[src/rtl/matrix_mult_ctrl.sv]
// matrix_mult_ctrl: control path for the ROWxCOL systolic matrix multiplier.
// Sequences weight load, input issue and psum/output addressing for one job.
package matrix_mult_pkg;
  localparam int unsigned CFG_ROW    = 4;
  localparam int unsigned CFG_W_SIZE = 256;
  localparam int unsigned CFG_I_SIZE = 256;
  localparam int unsigned CFG_O_SIZE = 256;
  localparam int unsigned CFG_WR_W   = (CFG_ROW > 1) ? $clog2(CFG_ROW) : 1;
  localparam int unsigned CFG_W_AW   = $clog2(CFG_W_SIZE);
  localparam int unsigned CFG_I_AW   = $clog2(CFG_I_SIZE);
  localparam int unsigned CFG_O_AW   = $clog2(CFG_O_SIZE);

  typedef enum logic [2:0] {
    IDLE   = 3'd0,
    LOAD   = 3'd1,
    IN     = 3'd2,
    IN_OUT = 3'd3,
    OUT    = 3'd4,
    DONE   = 3'd5
  } state_struct;

  // Row counts are encoded minus one: 0 means a single row.
  typedef struct packed {
    logic                accum_en;
    logic [CFG_O_AW-1:0] o_offset_w;
    logic [CFG_O_AW-1:0] psum_offset;
    logic [CFG_I_AW-1:0] i_offset;
    logic [CFG_I_AW-1:0] i_rows;
    logic [CFG_W_AW-1:0] w_offset;
    logic [CFG_WR_W-1:0] w_rows;
  } data_config_struct;
endpackage

// state  | meaning
// IDLE   | waiting for start
// LOAD   | reading weight rows 0..w_rows
// IN     | issuing input rows, no result out yet
// IN_OUT | issuing input rows while results are written
// OUT    | draining remaining results
// DONE   | one-cycle completion pulse
module matrix_mult_ctrl
  import matrix_mult_pkg::*;
#(
  parameter int unsigned ROW    = 4,
  parameter int unsigned COL    = 4,
  parameter int unsigned W_SIZE = 256,
  parameter int unsigned I_SIZE = 256,
  parameter int unsigned O_SIZE = 256,
  parameter int unsigned LAT    = 8,
  localparam int unsigned WR_W  = (ROW > 1) ? $clog2(ROW) : 1,
  localparam int unsigned W_AW  = $clog2(W_SIZE),
  localparam int unsigned I_AW  = $clog2(I_SIZE),
  localparam int unsigned O_AW  = $clog2(O_SIZE)
) (
  input  logic              clk,
  input  logic              rst_n,
  input  logic              start,
  input  data_config_struct cfg,
  output state_struct       state,
  output logic              busy,
  output logic              done,
  output logic              w_ren,
  output logic [W_AW-1:0]   w_addr,
  output logic              weight_en,
  output logic              i_ren,
  output logic [I_AW-1:0]   i_addr,
  output logic              psum_ren,
  output logic [O_AW-1:0]   psum_addr,
  output logic              o_wen,
  output logic [O_AW-1:0]   o_addr
);
  if (LAT < 2 || ROW < 1 || COL < 1) begin : g_bad_params
    $error("matrix_mult_ctrl: needs LAT >= 2 and ROW, COL >= 1");
  end

  // Phase counter: cycles since the first input issue, spans the whole drain.
  localparam int unsigned DW = $clog2(I_SIZE + LAT + 2);
  typedef logic [DW-1:0] ph_t;

  state_struct       state_nxt;
  data_config_struct cfg_q, cfg_nxt;
  logic [WR_W-1:0]   k_q, k_nxt;
  ph_t               d_q, d_nxt;
  ph_t               rows_last;
  logic              phase_nxt;
  logic              busy_nxt, done_nxt, w_ren_nxt, i_ren_nxt, psum_ren_nxt, o_wen_nxt;
  logic [W_AW-1:0]   w_addr_nxt;
  logic [I_AW-1:0]   i_addr_nxt;
  logic [O_AW-1:0]   psum_addr_nxt, o_addr_nxt;

  always_comb begin
    state_nxt = state;
    cfg_nxt   = cfg_q;
    k_nxt     = k_q;
    d_nxt     = d_q;
    rows_last = ph_t'(cfg_q.i_rows);
    case (state)
      IDLE: begin
        if (start) begin
          state_nxt = LOAD;
          cfg_nxt   = cfg;
          k_nxt     = '0;
          d_nxt     = '0;
        end
      end
      LOAD: begin
        if (k_q == WR_W'(cfg_q.w_rows)) begin
          state_nxt = IN;
          d_nxt     = '0;
        end else begin
          k_nxt = k_q + 1'b1;
        end
      end
      IN, IN_OUT, OUT: begin
        d_nxt = d_q + 1'b1;
        if (d_nxt <= rows_last)
          state_nxt = (d_nxt >= ph_t'(LAT)) ? IN_OUT : IN;
        else if (d_nxt <= rows_last + ph_t'(LAT))
          state_nxt = OUT;
        else
          state_nxt = DONE;
      end
      DONE:    state_nxt = IDLE;
      default: state_nxt = IDLE;
    endcase

    // Outputs are computed from next-state values so they can be registered.
    phase_nxt     = state_nxt inside {IN, IN_OUT, OUT};
    busy_nxt      = state_nxt != IDLE;
    done_nxt      = state_nxt == DONE;
    w_ren_nxt     = state_nxt == LOAD;
    w_addr_nxt    = w_ren_nxt ? cfg_nxt.w_offset + W_AW'(k_nxt) : '0;
    i_ren_nxt     = state_nxt inside {IN, IN_OUT};
    i_addr_nxt    = i_ren_nxt ? cfg_q.i_offset + I_AW'(d_nxt) : '0;
    o_wen_nxt     = phase_nxt && (d_nxt >= ph_t'(LAT));
    o_addr_nxt    = o_wen_nxt ? cfg_q.o_offset_w + O_AW'(d_nxt - ph_t'(LAT)) : '0;
    // psum read leads the matching write by one cycle so data lines up.
    psum_ren_nxt  = cfg_q.accum_en && phase_nxt && (d_nxt >= ph_t'(LAT - 1))
                    && (d_nxt <= rows_last + ph_t'(LAT - 1));
    psum_addr_nxt = psum_ren_nxt ? cfg_q.psum_offset + O_AW'(d_nxt - ph_t'(LAT - 1)) : '0;
  end

  always_ff @(posedge clk or negedge rst_n) begin
    if (!rst_n) begin
      state     <= IDLE;
      cfg_q     <= '0;
      k_q       <= '0;
      d_q       <= '0;
      busy      <= 1'b0;
      done      <= 1'b0;
      w_ren     <= 1'b0;
      w_addr    <= '0;
      weight_en <= 1'b0;
      i_ren     <= 1'b0;
      i_addr    <= '0;
      psum_ren  <= 1'b0;
      psum_addr <= '0;
      o_wen     <= 1'b0;
      o_addr    <= '0;
    end else begin
      state     <= state_nxt;
      cfg_q     <= cfg_nxt;
      k_q       <= k_nxt;
      d_q       <= d_nxt;
      busy      <= busy_nxt;
      done      <= done_nxt;
      w_ren     <= w_ren_nxt;
      w_addr    <= w_addr_nxt;
      weight_en <= w_ren;
      i_ren     <= i_ren_nxt;
      i_addr    <= i_addr_nxt;
      psum_ren  <= psum_ren_nxt;
      psum_addr <= psum_addr_nxt;
      o_wen     <= o_wen_nxt;
      o_addr    <= o_addr_nxt;
    end
  end
endmodule

[config.mk]
export PLATFORM = sky130hd
export DESIGN_NAME = matrix_mult_ctrl
export DESIGN_NICKNAME = d
export VERILOG_FILES = /design/src/rtl/matrix_mult_ctrl.sv
export SDC_FILE = /design/constraint.sdc
export NUM_CORES = 1
export LEC_CHECK = 0
export CORE_MARGIN = 1
export CORE_UTILIZATION = 35
export CTS_BUF_LIST = sky130_fd_sc_hd__clkbuf_4 sky130_fd_sc_hd__clkbuf_8
export DETAILED_ROUTE_END_ITERATION = 10
export PLACE_DENSITY = 0.62
export SETUP_SLACK_MARGIN = 0.02
export SYNTH_ARGS = -nofsm -noshare
export SYNTH_HDL_FRONTEND = slang
export SYNTH_SLANG_ARGS = --single-unit
[constraint.sdc]
create_clock -name clk -period 3.2 [get_ports clk]
set_input_delay 0.64 -clock clk [delete_from_list [all_inputs] [get_ports clk]]
set_output_delay 0.64 -clock clk [all_outputs]
set_load 0.02 [all_outputs]
==> flow_metrics.env <==
export IMPL_status="complete, no violations"
export IMPL_drv_cap=0
export IMPL_slowest_stage="or4_4"
export IMPL_totalWireLength_um=15000
export IMPL_r2r_slack_ns=0.06
export IMPL_syn_to_final_growth_pct=42.6
export IMPL_rows=46
export IMPL_power_uw=8220
export IMPL_cp_arrival_ns=3.43
export IMPL_vias=4588
export IMPL_power_leakage_uw=0.00381
export IMPL_track_usage_pct=18.2
export IMPL_drc=0
export IMPL_cts_max_path_buffers=2
export IMPL_skew_ns=0.0189
export IMPL_worst_setup_path_end_kind="flop"
export IMPL_critPathLaunchType="flop"
export IMPL_cts_hold_buf=0
export IMPL_avgSynthCellArea_sq_um=10.3
export IMPL_fin_setup_tns_ns=0
export IMPL_die_area_sq_mm=0.0167
export IMPL_die_x_um=129
export IMPL_rsz0062_at_grt="true"
export IMPL_drtIter0Drc=171
export IMPL_max_freq_mhz=319
export IMPL_ios=88
export IMPL_timing_rr_end="psum_addr[0]$_DFF_PN0_"
export IMPL_cts_tree="built"
export IMPL_holdCritPathClass="in -> async"
export IMPL_setup_violations=0
export IMPL_wire_per_inst_um=15.7
export IMPL_grt_remaining_overflow=0
export IMPL_cts_buffers=9
export IMPL_drv_slew=0
export IMPL_cp_required_ns=3.49
export IMPL_root_buffer="clkbuf_8"
export IMPL_path_clk_slew_ns=0.10
export IMPL_grt_max_degree=56
export IMPL_synth_flop_cell="dfrtp_1"
export IMPL_synth_area_sq_mm=0.00566
export IMPL_ys_ff_latch=96
export IMPL_nFillCells=1397
export IMPL_nNetsFinal=843
export IMPL_reg2regPathDepth=12
export IMPL_crit_type="reg -> reg"
export IMPL_post_route_cells_drive_above_1_share_pct=29.6
export IMPL_yosysWarnings=0
export IMPL_synth_edff_count=0
export IMPL_core_area_sq_mm=0.0158
export IMPL_postSynth_asyncResetShare_pct=100
export IMPL_viasPerCell=4.80
export IMPL_globalplace_congestion=0.875
export IMPL_syn_nets=657
export IMPL_regToRegStartpoint="state[1]$_DFF_PN0_"
export IMPL_htreeDepth=3
export IMPL_detail_route_antenna_nets=0
export IMPL_antenna_cells=0
export IMPL_worst_pin_slew_ns=1.31
export IMPL_yosys_cell_types_count=70
export IMPL_port_buffers=87
export IMPL_die_h_um=129
export IMPL_dp_hpwl_um=10700
export IMPL_startpoint="state[1]$_DFF_PN0_"
export IMPL_fin_crit_ns=3.14
export IMPL_finalCritPeriodShare_pct=98.1
export IMPL_initial_core_util_pct=35.8
export IMPL_crit_fanout=6
export IMPL_peakVddDrop_mv=0.464
export IMPL_firstDrtPassIters=4
export IMPL_max_slew_margin_pct=11.5
export IMPL_slowest_delay_ns=0.50
export IMPL_grt_pass1_vias=4620
export IMPL_p_per_area_mw_per_mm2=1020
export IMPL_grt_pass1_wl_um=23200
export IMPL_hold_viol_final=0
export IMPL_antenna_found_initial=0
export IMPL_cts_sink_count=96
export IMPL_synth_cells=548
export IMPL_cp_cell_sequence="o21a_1, or2_4, buf_6, a221o_1, ha_2, or4_4, o21ai_2, a21oi_2, a311oi_2, buf_4, o211ai_4, nor2_2"
export IMPL_clk_latency_ns=0.38
export IMPL_ys_seq_area_share_pct=42.4
-- how the worst max path moves through the flow --
stage | depth (start not counted) | end | slack [ns]
CTS | 16 | o_addr[7]$_DFF_PN0_ | 0.03
detailed placement | 17 | o_addr[7]$_DFF_PN0_ | -0.64
finish | 12 | psum_addr[0]$_DFF_PN0_ | 0.06
global placement | 15 | psum_addr[0]$_DFF_PN0_ | -0.57
global route | 18 | psum_addr[7]$_DFF_PN0_ | -0.10
floorplan | 16 | o_addr[7]$_DFF_PN0_ | 0.02
-- final cells by class --
class                           count  area, sq um  area share (%)
Tap cell                          216          270            3.35
Multi-Input combinational cell    372         3290            40.7
Inverter                           68          255            3.16
Timing Repair Buffer              187         1650            20.4
Clock inverter                      6         66.3           0.821
Clock buffer                       10          138            1.70
Sequential cell                    96         2410            29.8
-- cells in the mapped netlist, drive strengths merged, types with 3 or more instances --
cell / count / share of area, %
and2: 4 / 0.46
nand4: 3 / 0.33
xor2: 15 / 2.3
nor3: 17 / 1.8
dfrtp: 96 / 42
mux2i: 6 / 1.1
a221o: 5 / 0.91
o21ai: 34 / 3.1
clkbuf: 6 / 0.40
a21oi: 13 / 1.1
nand2b: 5 / 0.55
nor2b: 10 / 1.1
ha: 59 / 13
nor4: 5 / 0.66
inv: 68 / 4.5
or2: 3 / 0.33
mux2: 19 / 3.8
nor4b: 3 / 0.57
nor2: 39 / 2.6
o21a: 4 / 0.53
nor3b: 3 / 0.49
nand2: 35 / 2.5
fa: 4 / 1.4
buf: 7 / 0.77
a21o: 14 / 1.9
xnor2: 30 / 4.6
nand3: 8 / 0.80
-- cell families after synthesis --
group | Yosys count | share of synthesized area (%)
buffers and inverters | 81 | 5.68
and+or+nand+nor | 143 | 13.5
adders and majority gates | 63 | 14.4
xor gates and xnor gates | 47 | 7.78
DFF | 96 | 42.4
AOI/OAI and AO/OA | 93 | 11.4
muxes | 25 | 4.84
-- cells in the final DEF, fill, tap and decap left out, types with 5 or more instances in the layout --
| cell type | synthesis | routed |
|---|---|---|
| mux2i_1 | 6 | 6 |
| a21oi_1 | 13 | 6 |
| a21o_1 | 14 | 14 |
| nand2b_1 | 5 | 5 |
| nand3_1 | 7 | 7 |
| buf_4 | 0 | 96 |
| xnor2_1 | 30 | 29 |
| ha_1 | 59 | 47 |
| xor2_1 | 15 | 12 |
| o21ai_1 | 0 | 6 |
| nor2_1 | 38 | 35 |
| nand2_1 | 34 | 31 |
| inv_1 | 68 | 64 |
| a21oi_2 | 0 | 6 |
| o21ai_0 | 33 | 25 |
| nor2b_1 | 10 | 7 |
| mux2_2 | 19 | 19 |
| nor3_1 | 15 | 13 |
| dfrtp_2 | 0 | 5 |
| clkdlybuf4s50_1 | 0 | 85 |
| ha_2 | 0 | 5 |
| clkbuf_8 | 0 | 10 |
| dfrtp_1 | 96 | 91 |
| ha_4 | 0 | 7 |
-- routing by layer --
metal	up-vias	wire [um]	GRT usage, %
met5	-	0	0
met4	0	320	6.71
met3	21	524	2.52
met2	107	7300	29.8
met1	2222	6840	24.5
li1	2238	-	-
-- power breakdown --
group / switching (uW) / total [uW] / internal, uW
registers: 261 / 1910 / 1650
clock network: 462 / 848 / 386
logic: 2720 / 5470 / 2750
-- what timing repair did --
| action | CTS | global route |
|---|---|---|
| endpoints found under the hold margin | 0 | 0 |
| gates cloned | 1 | 0 |
| resized for setup | 28 | 56 |
| pin swaps | 12 | 37 |
| endpoints found under the setup margin | 21 | 28 |
| buffers inserted | 13 | 11 |
-- critical path, delay by kind of cell, from the launching register on --
kind	cells	cell delay [ns]
compound gates	6	1.09
fa+ha+maj	1	0.21
buf+inv	2	0.31
flops	1	0.47
simple gates	3	0.97
-- stage by stage --
stage          area, sq um  std cells  setup slack [ns]  hold WS (ns)  util, %
4_1_cts               7770        945            0.0259         0.344     49.1
3_3_place_gp          7350        915            -0.572         0.359     46.4
6_report              8080        955            0.0619         0.318     51.0
5_1_grt               8080        955            -0.101         0.371     51.0
3_5_place_dp          7350        915            -0.639         0.362     46.4
2_1_floorplan         5670        548            0.0205         0.344        -
-- registers in the layout (all words and copies together), names as in the netlist, 2 cells and up --
signal and count:
w_addr 8, i_addr 8, state 3, d_q 9, k_q 2, psum_addr 8
o_addr 8, cfg_q 43
Note: power is estimated with default switching activity, not from simulation.
